===== config.mk =====
export PLATFORM = sky130hd
export DESIGN_NAME = param_queue
export DESIGN_NICKNAME = d
export VERILOG_FILES = /design/src/rtl/param_queue.sv
export SDC_FILE = /design/constraint.sdc
export NUM_CORES = 1
export LEC_CHECK = 0
export ABC_AREA = 1
export CORE_AREA = 4 4 55 45
export DETAILED_ROUTE_END_ITERATION = 10
export DIE_AREA = 0 0 59 49
export PLACE_DENSITY = 0.75
export RECOVER_POWER = 50
export SYNTH_ARGS = -nofsm -noshare
export SYNTH_HDL_FRONTEND = slang
export SYNTH_SLANG_ARGS = --single-unit

===== constraint.sdc =====
create_clock -name clk -period 2.4 [get_ports clk]
set_clock_uncertainty 0.1 [all_clocks]
set_input_delay 0.6 -clock clk [delete_from_list [all_inputs] [get_ports clk]]
set_output_delay 0.6 -clock clk [all_outputs]
set_load 0.01 [all_outputs]

===== src/rtl/param_queue.sv =====
// Parametrised synchronous FIFO with ready/valid on both sides.
// Supports any depth (including non-power-of-2), optional empty-queue
// flow-through (FLOW), same-cycle replace when full (PIPE), an occupancy
// count and an almost-full flag.
module param_queue #(
  parameter int unsigned WIDTH    = 8,
  parameter int unsigned DEPTH    = 2,
  parameter bit          FLOW     = 1'b0,
  parameter bit          PIPE     = 1'b0,
  parameter int unsigned AF_LEVEL = DEPTH - 1,
  localparam int unsigned CW      = $clog2(DEPTH + 1)
) (
  input  logic             clk,
  input  logic             reset,
  output logic             io_enq_ready,
  input  logic             io_enq_valid,
  input  logic [WIDTH-1:0] io_enq_bits,
  input  logic             io_deq_ready,
  output logic             io_deq_valid,
  output logic [WIDTH-1:0] io_deq_bits,
  output logic [CW-1:0]    io_count,
  output logic             io_almost_full
);

  localparam int unsigned PW = (DEPTH > 1) ? $clog2(DEPTH) : 1;

  logic [WIDTH-1:0] mem_q [DEPTH];
  logic [PW-1:0]    enq_ptr_q, enq_ptr_d;
  logic [PW-1:0]    deq_ptr_q, deq_ptr_d;
  logic             maybe_full_q, maybe_full_d;

  logic ptr_match, empty, full;
  logic do_flow, do_enq, do_deq;
  logic [CW:0] count_wide;
  logic unused_count_msb;

  // Explicit wrap so non-power-of-2 depths never index past the last entry.
  function automatic logic [PW-1:0] ptr_inc(input logic [PW-1:0] p);
    return (p == PW'(DEPTH - 1)) ? '0 : p + 1'b1;
  endfunction

  assign ptr_match = (enq_ptr_q == deq_ptr_q);
  assign empty     = ptr_match & ~maybe_full_q;
  assign full      = ptr_match & maybe_full_q;

  // Flow transfers bypass storage entirely when the queue is empty.
  assign do_flow = FLOW & empty & io_deq_ready & io_enq_valid;

  // PIPE lets a full queue accept when the head leaves in the same cycle.
  assign io_enq_ready = ~full | (PIPE & io_deq_ready);
  assign io_deq_valid = ~empty | (FLOW & io_enq_valid);
  assign io_deq_bits  = (FLOW && empty) ? io_enq_bits : mem_q[deq_ptr_q];

  assign do_enq = io_enq_ready & io_enq_valid & ~do_flow;
  assign do_deq = io_deq_ready & io_deq_valid & ~do_flow;

  // Storage write; not reset, and suppressed while reset is asserted.
  always_ff @(posedge clk) begin
    if (!reset && do_enq) begin
      mem_q[enq_ptr_q] <= io_enq_bits;
    end
  end

  // Next-state for pointers and the full/empty disambiguation bit.
  always_comb begin
    enq_ptr_d    = enq_ptr_q;
    deq_ptr_d    = deq_ptr_q;
    maybe_full_d = maybe_full_q;
    if (do_enq) begin
      enq_ptr_d = ptr_inc(enq_ptr_q);
    end
    if (do_deq) begin
      deq_ptr_d = ptr_inc(deq_ptr_q);
    end
    if (do_enq != do_deq) begin
      maybe_full_d = do_enq;
    end
  end

  // Control state register with synchronous reset that overrides any transfer.
  always_ff @(posedge clk) begin
    if (reset) begin
      enq_ptr_q    <= '0;
      deq_ptr_q    <= '0;
      maybe_full_q <= 1'b0;
    end else begin
      enq_ptr_q    <= enq_ptr_d;
      deq_ptr_q    <= deq_ptr_d;
      maybe_full_q <= maybe_full_d;
    end
  end

  // Occupancy from pointer distance, with one spare bit for the wrapped sum.
  always_comb begin
    if (full) begin
      count_wide = (CW + 1)'(DEPTH);
    end else if (enq_ptr_q >= deq_ptr_q) begin
      count_wide = (CW + 1)'(enq_ptr_q) - (CW + 1)'(deq_ptr_q);
    end else begin
      count_wide = (CW + 1)'(DEPTH) + (CW + 1)'(enq_ptr_q) - (CW + 1)'(deq_ptr_q);
    end
  end

  assign io_count         = count_wide[CW-1:0];
  assign unused_count_msb = count_wide[CW];
  assign io_almost_full   = (32'(io_count) >= AF_LEVEL);

endmodule


# Word level (Yosys, flattened, before mapping)
# Memory sizes are Yosys's and may differ from the RTL's. A register that Yosys moved wholly into a read port is not among the register bits.
# Index checks and enable logic that the tools add are counted.
# classes
n_mul	0
n_eq_ne	2
n_lt_le_gt_ge	2
muxes	8
div_mod_pow	0
shifts	0
bitwise_logic	7
reduce_logical	2
add_sub_neg	5
# ops
operator	n
$mux 1	6
$and 1x1->1	4
$mux 2	2
$not 1->1	3
$add 1x1->1 const B	2
$add 2x1->2 const A	1
$ge 2x1->1 const B	1
$sub 1x1->2	1
$sub 2x1->2	1
$eq 1x1->1	1
$ge 1x1->1	1
$logic_and 1x1->1	1
$logic_not 1->1	1
$ne 1x1->1	1
# word_totals
output_inout_bits	13
latchBits	0
rom_bits	0
mem_count	1
mem_bits_rw	16
reg_bits	3
in_bits	12
word_cells	30
# mem_list
name	words	word_bits	rd	rd_ports_with_merged_regs	wr	line	rtl
mem_q	2	8	1	1	1	27	logic [WIDTH-1:0] mem_q [DEPTH];

# Logic depth before layout (Yosys ltp)
# logic_depth
ltp_word	7
ltp_mapped	6
depth_no_buf	6

# Worst setup path before layout
# OpenSTA, ideal clock, no wires.
# synth_path
kind	register -> register
from	register enq_ptr_q
to	memory mem_q[1][0] (enable)
path_slack_ns	0.350
t_arrival_ns	1.567
stages_incl_launch_ff	6
period_less_slack_ns	2.050
t_required_ns	1.917
path_buffers	0
setup_time_ns	0.383
cell_sequence	dfxtp_1 -> inv_1 -> ha_1 -> nand2_2 -> nand2_4 -> nor3_1
# synth_between
elab_chain_cells	7
# synth_rtl
item	line	rtl
start, declared	28	logic [PW-1:0] enq_ptr_q, enq_ptr_d;
start signal, assigned	87	enq_ptr_q <= enq_ptr_d;
$eq 1x1->1	42	assign ptr_match = (enq_ptr_q == deq_ptr_q);
$and 1x1->1	44	assign full = ptr_match & maybe_full_q;
$not 1->1	50	assign io_enq_ready = ~full | (PIPE & io_deq_ready);
named net io_enq_ready	15	output logic io_enq_ready,
$and 1x1->1	54	assign do_enq = io_enq_ready & io_enq_valid & ~do_flow;
$logic_and 1x1->1	59	if (!reset && do_enq) begin
$mux 1	59	
$mux 1 (implied by the code)	60	mem_q[enq_ptr_q] <= io_enq_bits;
end, declared	27	
# The timed path passes the listed nets, and every way through them passes these cells.

# Worst setup path in the final report
# layout_path
from	register enq_ptr_q
to	output port io_deq_valid
# layout_between
elab_chain_cells	3
# layout_rtl
item	line	rtl
$eq 1x1->1	42	
$and 1x1->1	43	assign empty = ptr_match & ~maybe_full_q;
$not 1->1	51	assign io_deq_valid = ~empty | (FLOW & io_enq_valid);
end, declared	19	output logic io_deq_valid,
# Every way passes these cells.

==> impl_results.md <==
* Status: finished clean
* Initial Util at 0.438
* Final Instance Count excl. Fillers at approximately 110
* Worst-Margin Slew at approximately 0.48 ns
* Synth Register Bits at 20
* Tcrit/Tclk final at 0.966
* P_sw at between 200 and 250 uW
* Setup TNS at 0 ns
* Die Area at about 2900 sq um
* Crit start category: flop
* GP Congestion at roughly 0.80
* Layout Nets at slightly above 100
* Worst-skew pair later-pin latency at 0.29 ns
* Largest family of logic cells by synthesized area: multiplexers
* Final slew viol count at 0
* Worst R2R Start: enq_ptr_q
* Sw Share at 0.229
* Initial antenna violation count at 0
* CTS Hold Bufs at 0
* Peak VDD IR at about 0.65 mV
* Clock Tree Root: clkbuf_4
* Rows at 14
* Cells after Synth at 56
* Global-route usage over all layers at 0.0997
* Hold Crit Start: enq_ptr_q
* Maxcap violations at 0
* Sequential share of power at 0.453
* Fmax at around 0.43 GHz
* Synth cell types at 17
* Hold Vio Cnt, Final at 0
* CP delay by family, top: buffers and inverters
* Synth Net Count at 70
* Leak at roughly 0.48 nW
* DP Cell Count at 107
* Layout cells sized above 1 at 0.241
* Crit Path Class: flop to output pin
* Cts bufs inserted at 3
* Synth Area in Compound Gates at 0.0326
* Post-Synth Simple-Gate Area at 0.0950
* Cell area after synthesis at between 800 and 900 sq um
* Routed vias/inst at approximately 4.7
* Arrival time at the worst endpoint at around 1.6 ns
* Adder-Cell Fraction of Synth Area at 0.0297
* Most frequent cells in the layout: edfxtp_1, dlygate4sd3_1, clkdlybuf4s50_1, mux2_4
* Unrepaired setup endpoints after global routing: false
* Most common cell after layout, fill and taps aside: edfxtp_1
* Clock share of power at 0.294
* DRT antenna net count at 0
* Slew headroom at 0.677
* # diodes at 0
* Combinational share of power at 0.253
* DR vias at between 500 and 600
* Largest net degree at the start of global routing at 13
* Slowest stage cell, crit path: clkdlybuf4s50_1
* Core area at 1930 sq um
* Routed WL at 1.35 mm
* # resized after CTS at 3
* Initial DRC count at 9
* Critical Path Start: enq_ptr_q
* Vias in the first global route at 509
* Hold WC Path Type: flop to flop
* IO Count at 25
* Worst path buffer plus inverter count at 2
* CTS tree: yes
* Pre-antenna DRT Iters at 3
* Post-route DRC violation count at 0
* CP peak stage delay at 0.53 ns
* P_int at 698 uW
* Clock sinks at 20
* Element type at the critical path end: output pin
* Post-CTS repair timing setup buffer count at 0
* Synthesis-to-layout area growth at 41.8%
* Post-synthesis mux area share at 0.142
* Avg Cell Area, Syn at around 15 sq um
* XOR/XNOR Fraction of Synth Area at 0
* Clk slew on worst S/H paths at about 0.1 ns
* Total power at approximately 900 uW
* Clk buf depth at 2
* H-tree lvl count at 1
* Post-DP HPWL at ~1.1 mm
* Post-Route Utilization at 0.621
* GRT Residual Overflow at 0
* Die width at slightly below 60 microns
* Yosys warnings at 0
* WL/cell at 12.2 microns
* Port Buffers at 24
* Die Y at slightly below 50 microns
* Final Critical Period at about 2.3 ns
* Seq/Total Area, Yosys at 0.665
* PwrDens at between 700 and 800 nW/um^2
* CP required at between 1.5 and 2 ns
* Critical Path, Cell by Cell: inv_2 -> ha_4 -> nand2_2 -> clkdlybuf4s50_1
* Final setup violation count at 0
* First-pass GRT wire length at around 2.2 mm
* Crit path max fanout at 5
==> kinds of logic after synthesis <==
| logic type | Yosys count |
|---|---|
| DFF | 20 |
| and+or+nand+nor | 15 |
| muxes | 8 |
| buffers and inverters | 6 |
| AOI/OAI and AO/OA | 5 |
| adders and majority gates | 2 |
==> final cells by class <==
type / count / area, sq um
well taps: 24 / 30.0
clock buffers: 3 / 22.5
clock inverters: 1 / 30.0
repair buffers: 28 / 269
fillers: 168 / 731
flip-flops and latches: 20 / 561
inverters: 5 / 18.8
multi-input cells: 30 / 265
==> synth_stat cells <==
cell type  number  area share
inv_1           5       0.022
a21boi_0        1      0.0089
nor3_1          1      0.0059
mux2_4          8        0.14
dfxtp_1         4       0.095
ha_1            2       0.030
nand2_2         2       0.015
nand2_4         1       0.013
o21ai_0         1      0.0059
nand2_1         4       0.018
o21ai_1         1      0.0059
nand3_2         1       0.012
nor2_1          3       0.013
nand3_1         3       0.018
buf_6           1       0.013
edfxtp_1       16        0.57
a21oi_1         2       0.012
==> worst paths after layout <==
check	end	slack [ns]	cells after the start
setup / recovery	io_deq_valid	0.08	4
hold / removal	enq_ptr_q	0.40	2
setup reg to reg	mem_q[0][5]	0.60	6
hold reg to reg	enq_ptr_q	0.40	2
==> metal layers <==
metal,routed length [microns],share of wire,GRT usage
met2,685,0.51,0.173
met4,0,0,0.0113
met3,95,0.070,0.0450
met5,0,0,0
met1,572,0.42,0.115
==> registers in the layout, indices dropped and copies added (netlist names), named ones only <==
signal	flops
deq_ptr_q	1
maybe_full_q	1
enq_ptr_q	1
mem_q	16
==> per-stage QoR <==
step | hold WS (ns) | worst slack, ns | cell area [sq um]
2_1_floorplan | 0.346 | 0.350 | 843
3_3_place_gp | 0.356 | 0.234 | 1130
3_5_place_dp | 0.374 | 0.186 | 1130
4_1_cts | 0.390 | 0.0255 | 1190
5_1_grt | 0.425 | 0.00421 | 1200
6_report | 0.399 | 0.0827 | 1200
==> tightest hold or removal path, cell delays in order, from the launching register on <==
cell	delay (ns)
dfxtp_1	0.34
nand3_2	0.07
o21ai_1	0.05
==> power groups by stage <==
stage	combinational [mW]	clock [mW]	sequential [mW]
6_report	0.229	0.266	0.410
5_1_grt	0.249	0.289	0.413
4_1_cts	0.240	0.276	0.410
3_5_place_dp	0.237	0	0.417
3_3_place_gp	0.234	0	0.415
2_1_floorplan	0.122	0	0.414
(Power assumes the default switching activity.)
